--- config.mk ---
export PLATFORM = sky130hd
export DESIGN_NAME = pipelined_adder_flat
export DESIGN_NICKNAME = d
export VERILOG_FILES = /design/src/rtl/pipelined_adder_if.sv /design/src/rtl/pipelined_adder.sv /design/src/flat_wrapper.sv
export SDC_FILE = /design/constraint.sdc
export NUM_CORES = 1
export LEC_CHECK = 0
export CORE_UTILIZATION = 56
export DETAILED_ROUTE_END_ITERATION = 12
export GPL_ROUTABILITY_DRIVEN = 0
export PLACE_DENSITY = 0.81
export SLEW_MARGIN = 20
export SYNTH_ARGS = -nofsm -noshare
export SYNTH_HDL_FRONTEND = slang
export SYNTH_SLANG_ARGS = --single-unit
--- constraint.sdc ---
create_clock -name clk -period 6.4 [get_ports clk]
set_clock_uncertainty 0.2 [all_clocks]
set_input_delay 0.64 -clock clk [delete_from_list [all_inputs] [get_ports clk]]
set_output_delay 0.64 -clock clk [all_outputs]
set_load 0.01 [all_outputs]
--- src/rtl/pipelined_adder_if.sv ---
// pipelined_adder_if: operand/result handshake bundle for pipelined_adder.
// slave = adder side, master = producer/consumer side.
interface pipelined_adder_if #(
  parameter int WIDTH = 32
);
  logic             in_valid;
  logic             in_ready;
  logic [WIDTH-1:0] a;
  logic [WIDTH-1:0] b;
  logic             carry_in;
  logic             sub;
  logic             out_valid;
  logic             out_ready;
  logic [WIDTH-1:0] c;
  logic             carry_out;
  logic             overflow;
  logic             zero;

  modport master (
    output in_valid, a, b, carry_in, sub,
    output out_ready,
    input  in_ready, out_valid,
    input  c, carry_out, overflow, zero
  );

  modport slave (
    input  in_valid, a, b, carry_in, sub,
    input  out_ready,
    output in_ready, out_valid,
    output c, carry_out, overflow, zero
  );
endinterface

--- src/rtl/pipelined_adder.sv ---
// pipelined_adder: segmented add/sub, one SEG-bit slice per stage, carry
// registered between slices; full-width c/carry_out/overflow/zero out.
// Ports: clk, rst (async, active-high), bus (pipelined_adder_if.slave):
//   in_valid/in_ready, a, b, carry_in, sub in; out_valid/out_ready,
//   c, carry_out, overflow, zero out.
// Option: define PIPELINED_ADDER_SAT_EN to clamp c on signed overflow.
module pipelined_adder #(
  parameter int WIDTH  = 32,
  parameter int STAGES = 4
) (
  input logic              clk,
  input logic              rst,
  pipelined_adder_if.slave bus
);
  localparam int SEG = WIDTH / STAGES;

  if (STAGES < 1 || (WIDTH % STAGES) != 0) begin : g_bad_cfg
    $error("pipelined_adder: WIDTH must be a multiple of STAGES");
  end

  logic             out_v;
  logic             adv;
  logic [WIDTH-1:0] bp;

  // whole pipe moves together; stalls only when the output is held
  assign adv          = !out_v || bus.out_ready;
  assign bus.in_ready = adv;
  assign bus.out_valid = out_v;
  assign bp           = bus.b ^ {WIDTH{bus.sub}};

  genvar k;
  for (k = 0; k < STAGES; k++) begin : g_stg
    // IW: operand bits not yet consumed on entry to this stage
    // DW: result bits complete on exit from this stage
    localparam int IW = WIDTH - k * SEG;
    localparam int DW = (k + 1) * SEG;

    logic [IW-1:0]  a_i;
    logic [IW-1:0]  b_i;
    logic           ci;
    logic           vi;
    logic [SEG-1:0] seg_s;
    logic           seg_c;
    logic [DW-1:0]  s_d;

    assign {seg_c, seg_s} = {1'b0, a_i[SEG-1:0]}
                          + {1'b0, b_i[SEG-1:0]}
                          + {{SEG{1'b0}}, ci};

    if (k == 0) begin : g_src
      assign a_i = bus.a;
      assign b_i = bp;
      assign ci  = bus.carry_in;
      assign vi  = bus.in_valid;
      assign s_d = seg_s;
    end else begin : g_src
      assign a_i = g_stg[k-1].g_reg.a_q;
      assign b_i = g_stg[k-1].g_reg.b_q;
      assign ci  = g_stg[k-1].g_reg.c_q;
      assign vi  = g_stg[k-1].g_reg.v_q;
      assign s_d = {seg_s, g_stg[k-1].g_reg.s_q};
    end

    if (k < STAGES - 1) begin : g_reg
      // skew regs keep only the slices later stages still need;
      // s_q is the de-skew store of finished low slices
      logic [IW-SEG-1:0] a_q;
      logic [IW-SEG-1:0] b_q;
      logic [DW-1:0]     s_q;
      logic              c_q;
      logic              v_q;

      always_ff @(posedge clk or posedge rst) begin
        if (rst) begin
          v_q <= 1'b0;
          c_q <= 1'b0;
          a_q <= '0;
          b_q <= '0;
          s_q <= '0;
        end else if (adv) begin
          v_q <= vi;
          c_q <= seg_c;
          a_q <= a_i[IW-1:SEG];
          b_q <= b_i[IW-1:SEG];
          s_q <= s_d;
        end
      end
    end else begin : g_out
      logic             a_s;
      logic             b_s;
      logic             ovf;
      logic [WIDTH-1:0] c_d;
      logic [WIDTH-1:0] c_q;
      logic             co_q;
      logic             ov_q;
      logic             z_q;
      logic             v_q;

      // top slice still holds the sign bits of a and b'
      assign a_s = a_i[IW-1];
      assign b_s = b_i[IW-1];
      assign ovf = (a_s == b_s) && (s_d[WIDTH-1] != a_s);

`ifdef PIPELINED_ADDER_SAT_EN
      always_comb begin
        c_d = s_d;
        if (ovf) begin
          c_d = a_s ? {1'b1, {(WIDTH-1){1'b0}}}
                    : {1'b0, {(WIDTH-1){1'b1}}};
        end
      end
`else
      assign c_d = s_d;
`endif

      always_ff @(posedge clk or posedge rst) begin
        if (rst) begin
          v_q  <= 1'b0;
          c_q  <= '0;
          co_q <= 1'b0;
          ov_q <= 1'b0;
          z_q  <= 1'b0;
        end else if (adv) begin
          v_q  <= vi;
          c_q  <= c_d;
          co_q <= seg_c;
          ov_q <= ovf;
          z_q  <= (c_d == '0);
        end
      end

      assign out_v         = v_q;
      assign bus.c         = c_q;
      assign bus.carry_out = co_q;
      assign bus.overflow  = ov_q;
      assign bus.zero      = z_q & v_q;
    end
  end
endmodule
--- src/flat_wrapper.sv ---
// flat-port wrapper written by rule: the top's interface ports become plain ports
module pipelined_adder_flat 
#(
  parameter int WIDTH  = 32,
  parameter int STAGES = 4
)
  (clk, rst, bus_in_valid, bus_a, bus_b, bus_carry_in, bus_sub, bus_out_ready, bus_in_ready, bus_out_valid, bus_c, bus_carry_out, bus_overflow, bus_zero);
  pipelined_adder_if #(.WIDTH(WIDTH)) bus_i ();
  input logic clk;
  input logic rst;
  input wire logic [$bits(bus_i.in_valid)-1:0] bus_in_valid;
  input wire logic [$bits(bus_i.a)-1:0] bus_a;
  input wire logic [$bits(bus_i.b)-1:0] bus_b;
  input wire logic [$bits(bus_i.carry_in)-1:0] bus_carry_in;
  input wire logic [$bits(bus_i.sub)-1:0] bus_sub;
  input wire logic [$bits(bus_i.out_ready)-1:0] bus_out_ready;
  output wire logic [$bits(bus_i.in_ready)-1:0] bus_in_ready;
  output wire logic [$bits(bus_i.out_valid)-1:0] bus_out_valid;
  output wire logic [$bits(bus_i.c)-1:0] bus_c;
  output wire logic [$bits(bus_i.carry_out)-1:0] bus_carry_out;
  output wire logic [$bits(bus_i.overflow)-1:0] bus_overflow;
  output wire logic [$bits(bus_i.zero)-1:0] bus_zero;
  assign bus_i.in_valid = bus_in_valid;
  assign bus_i.a = bus_a;
  assign bus_i.b = bus_b;
  assign bus_i.carry_in = bus_carry_in;
  assign bus_i.sub = bus_sub;
  assign bus_i.out_ready = bus_out_ready;
  assign bus_in_ready = bus_i.in_ready;
  assign bus_out_valid = bus_i.out_valid;
  assign bus_c = bus_i.c;
  assign bus_carry_out = bus_i.carry_out;
  assign bus_overflow = bus_i.overflow;
  assign bus_zero = bus_i.zero;
  pipelined_adder #(.WIDTH(WIDTH), .STAGES(STAGES)) u_core (.clk(clk), .rst(rst), .bus(bus_i));
endmodule
# --- Yosys cells after proc, flatten, opt, wreduce, memory -nomap -nowiden ---
# Index checks and enable logic that the tools add are counted.
op_classes:
  add_sub_neg: 8
  eq_ne: 2
  bitwise_logic: 2
  reduce_logical: 4
op_table:
  columns: ["operator", "count"]
  rows:
  - ["$add A8 B8 Y9", 4]
  - ["$add A9 B1 Y9", 4]
  - ["$logic_not A32 Y1", 1]
  - ["$xor A32 B32 Y32", 1]
  - ["$and A1 B1 Y1", 1]
  - ["$eq A1 B1 Y1", 1]
  - ["$logic_and A1 B1 Y1", 1]
  - ["$logic_not A1 Y1", 1]
  - ["$logic_or A1 B1 Y1", 1]
  - ["$ne A1 B1 Y1", 1]
totals:
  regBits: 186
  inputBits: 70
  output_inout_bits: 37
  word_cells: 36

# --- Logic depth before layout (Yosys ltp) ---
logic_depth:
  word_depth: 4
  depth_mapped: 12
  mapped_depth_nobuf: 10

# --- Least setup slack after synthesis ---
# Ideal clock, no wire load.
synth_timing:
  path_type: "in2reg"
  start: "input bus_sub"
  end: "register u_core.g_stg[0].g_reg.c_q"
  setup_ns: 0.138
  t_arrival_ns: 2.711
  t_required_ns: 6.062
  slack_ns: 3.351
  cell_stages: 12
  path_buffers: 2
  cell_sequence: "clkbuf_1 -> buf_2 -> xnor2_1 -> fa_1 -> inv_1 -> fa_1 -> a21o_1 -> a21oi_1 -> o21ai_1 -> and3b_1 -> o21ai_1 -> a31oi_1"
synth_via:
  elab_chain_len: 3
synth_rtl:
  columns: ["item", "line", "rtl"]
  rows:
  - ["start: declaration", "flat_wrapper.sv:15", "input wire logic [$bits(bus_i.sub)-1:0] bus_sub;"]
  - ["$xor A32 B32 Y32", "pipelined_adder.sv:29", "assign bp = bus.b ^ {WIDTH{bus.sub}};"]
  - ["$add A8 B8 Y9", "pipelined_adder.sv:47", "+ {1'b0, b_i[SEG-1:0]}"]
  - ["$add A9 B1 Y9", "pipelined_adder.sv:48", "+ {{SEG{1'b0}}, ci};"]
  - ["end signal: assignment", "pipelined_adder.sv:82", "c_q <= seg_c;"]
  - ["end: declaration", "pipelined_adder.sv:70", "logic c_q;"]
# Every way passes these cells.
# A chain may end at the register's enable or synchronous reset.

# --- Worst setup path after layout ---
layout_timing:
  start: "input bus_out_ready"
  end: "output bus_in_ready"
layout_via:
  elab_chain_len: 1
layout_rtl:
  columns: ["item", "line", "rtl"]
  rows:
  - ["start: declaration", "flat_wrapper.sv:16", "input wire logic [$bits(bus_i.out_ready)-1:0] bus_out_ready;"]
  - ["$logic_or A1 B1 Y1", "pipelined_adder.sv:26", "assign adv = !out_v || bus.out_ready;"]
  - ["end: declaration", "flat_wrapper.sv:17", "output wire logic [$bits(bus_i.in_ready)-1:0] bus_in_ready;"]
# Every way passes these cells.

==> reports/metrics.cfg <==
[worst_setup_path]
cp_slowest_stage_delay_ns=0.58
required_ns=5.56
reg2reg_slack_ns=3.64
crit_path_start_kind=primary input
critPathMaxFanout=213
end_kind=output pin
crit_type=primary input to output pin
cp_cell_sequence=clkdlybuf4s50_1 > nor2b_4 > buf_12 > inv_4 > clkdlybuf4s50_1
worstPathArrival_ns=2.86
crit_slowest_cell=clkdlybuf4s50_1
crit_top_cell=clkdlybuf4s50_1

[power]
p_sw_mw=1.81
p_clk_share_pct=20.3
share_seq_of_total_power_pct=41.1
cellPowerDensity_nw_per_um2=488
comb_power_share_pct=38.6
p_total_mw=4.96
swShare_pct=36.4
max-vdd-ir-drop_v=0.000278
leakagePower_nw=4.99
internal_power_mw=3.15

[global_route]
antenna_found_initial=0
grt_pass1_vias=5925
grt_max_degree=214
grt_pass1_wl_mm=28.3
overflow=0
track_usage_pct=22.8

[clock_network]
cts.path.max_buffers=2
clkTransAtPathRegs_ns=0.06
root_buffer=clkbuf_16
hold_buffers=0
cts_htree_levels=4
cts_tree=done
clkLatencyLatePin_ns=0.43
cts_made_buffers=17
post_cts.repair.setup_buffers=0
ctsResizeCount=0
cts.sinks=186

[floorplanning]
fp.dieArea_sq_um=15600
start_util_pct=57.9
die_h_microns=125
core-area_sq_um=14600
rows=44
die_x_microns=125
ioPinCount=107

[synth]
syn-num-nets=1039
synth.avg_cell_area_sq_um=9.08
async_flop_share_pct=100
synth.area.top_cells=dfrtp_1 (55%), nand2_1 (19%), ha_1 (4.1%), xnor2_1 (3.5%), o21ai_1 (2.1%)
ys_warn_count=0
syn_inst=933
ys_ff_latch=186
synth_top_area_share_pct=54.9
synth_edf_count=0
synth_flop_cell=dfrtp_1
synthesis.area_sq_um=8470
synth_top_area_cell=dfrtp_1
synth-seq-area-share_pct=54.9
ys_types=42

[routing]
dr.first_iter.drc_count=606
viasPerCell=5.16
drtAntennaViolNets=0
wirelength_mm=16.3
firstDrtPassIters=9
avgRoutedWirePerCell_microns=13.5
vias=6270
post-route-drc-count=8

[run_status]
violations=DRC
outcome=complete, but fails checks

[cells_and_area]
layout-drive-gt1-share_pct=3.88
fin_util_pct=69.4
multiInputGateArea_sq_um=3510
diodes=0
fin_cells=1214
final_cell_mix=nand2_1 (429), dfrtp_1 (186), clkdlybuf4s50_1 (105), o21ai_1 (36), xnor2_1 (34)
nNetsFinal=1123
layout_commonest_cell=nand2_1
fill_cells=1128
final-seq-area_sq_um=4650
areaGrowthSynthToFinish_pct=19.9

[sta]
fmax_mhz=270
slew_headroom_pct=38.4
period_needed_ns=3.70
finalHoldViolCount=0
worst_pin_slew_ns=0.924
rsz0062_at_grt=false
setup_viol=0
fin_tns_setup_ns=0
finalCritPeriodShare_pct=57.9
final-max-slew-violation-count=0

[placed_design]
io_buffers=106
place_hpwl_mm=10.7
placed_cells=1182

[run]
maxCapViolCount=0

[min_path]
min_path_type=flop to flop

## final cells by class
cell class,instances,area share [%]
repair buffers,110,10.8
clock buffers,26,5.01
multi-input cells,678,34.5
flip-flops and latches,186,45.8
clock inverters,6,0.603
inverters,24,0.960
well taps,184,2.27
## state kept, by name (all words and copies together), names as in the netlist
name	count
u_core.bus.carry_out	1
u_core.g_stg.g_reg.a_q	48
u_core.bus.overflow	1
u_core.bus.out_valid	1
u_core.g_stg.g_reg.s_q	48
u_core.g_stg.g_reg.b_q	48
u_core.g_stg.g_out.z_q	1
u_core.bus.c	32
u_core.g_stg.g_reg.v_q	3
u_core.g_stg.g_reg.c_q	3
## synthesized netlist by cell type (2+ instances only)
library cell,n
a211oi_1,2
nor2b_1,5
buf_12,2
and3b_1,2
a21oi_1,16
nor4_1,6
clkbuf_1,34
nand3_1,3
or3_1,3
nand2_1,429
fa_1,8
ha_1,28
o21bai_1,5
xnor2_1,34
o21a_1,10
a21o_1,3
a21boi_2,2
a31oi_1,2
o21ai_0,7
xor2_1,11
inv_1,23
nand4_1,3
nor3_1,11
o31ai_1,13
buf_2,7
o21ai_1,36
dfrtp_1,186
nor2_1,26
o211a_1,3
## worst paths after layout
check | from | depth (start not counted) | to
max | bus_out_ready | 5 | bus_in_ready
min | u_core.g_stg[2].g_reg.v_q | 2 | u_core.g_stg[2].g_reg.v_q
max in group asynchronous | rst | 3 | u_core.g_stg[0].g_reg.b_q[5]
min reg2reg | u_core.g_stg[2].g_reg.v_q | 2 | u_core.g_stg[2].g_reg.v_q
max reg2reg | u_core.bus.out_valid | 6 | u_core.g_stg[1].g_reg.c_q
min in group asynchronous | rst | 2 | u_core.bus.c[2]
## cell families after synthesis
family,Yosys count,share of synthesized area [%]
AOI/OAI and AO/OA,105,7.83
xor gates and xnor gates,45,4.65
adders and majority gates,36,6.03
buffers and inverters,69,3.77
DFF,186,54.9
and+or+nand+nor,492,22.8
## critical path: cells and delay by family
kind	cells	cell delay, ns
simple gates	1	0.14
buf+inv	4	1.89
## stage by stage
step / hold WS (ns) / worst slack [ns] / instance area (sq um)
2_1_floorplan: 0.230 / 0.503 / 8470
3_3_place_gp: 0.243 / 2.69 / 9590
3_5_place_dp: 0.248 / 2.70 / 9590
4_1_cts: 0.260 / 2.71 / 10200
5_1_grt: 0.285 / 2.53 / 10200
6_report: 0.257 / 2.70 / 10200
## power by group through the flow
stage	clock (mW)	combinational, mW	sequential, mW
6_report	1.01	1.91	2.04
5_1_grt	1.07	2.17	2.10
3_3_place_gp	0	1.84	2.03
4_1_cts	1.02	1.93	2.04
2_1_floorplan	0	1.31	2.00
3_5_place_dp	0	1.90	2.05
## metal layers
| layer | up-vias | GRT usage [%] | wire (microns) |
|---|---|---|---|
| met4 | 0 | 8.03 | 253 |
| met5 | - | 0 | 0 |
| met3 | 24 | 4.11 | 743 |
| met2 | 166 | 34.3 | 7400 |
| met1 | 2937 | 33.4 | 7940 |
| li1 | 3143 | - | - |
Note: power is estimated with default switching activity, not from simulation.
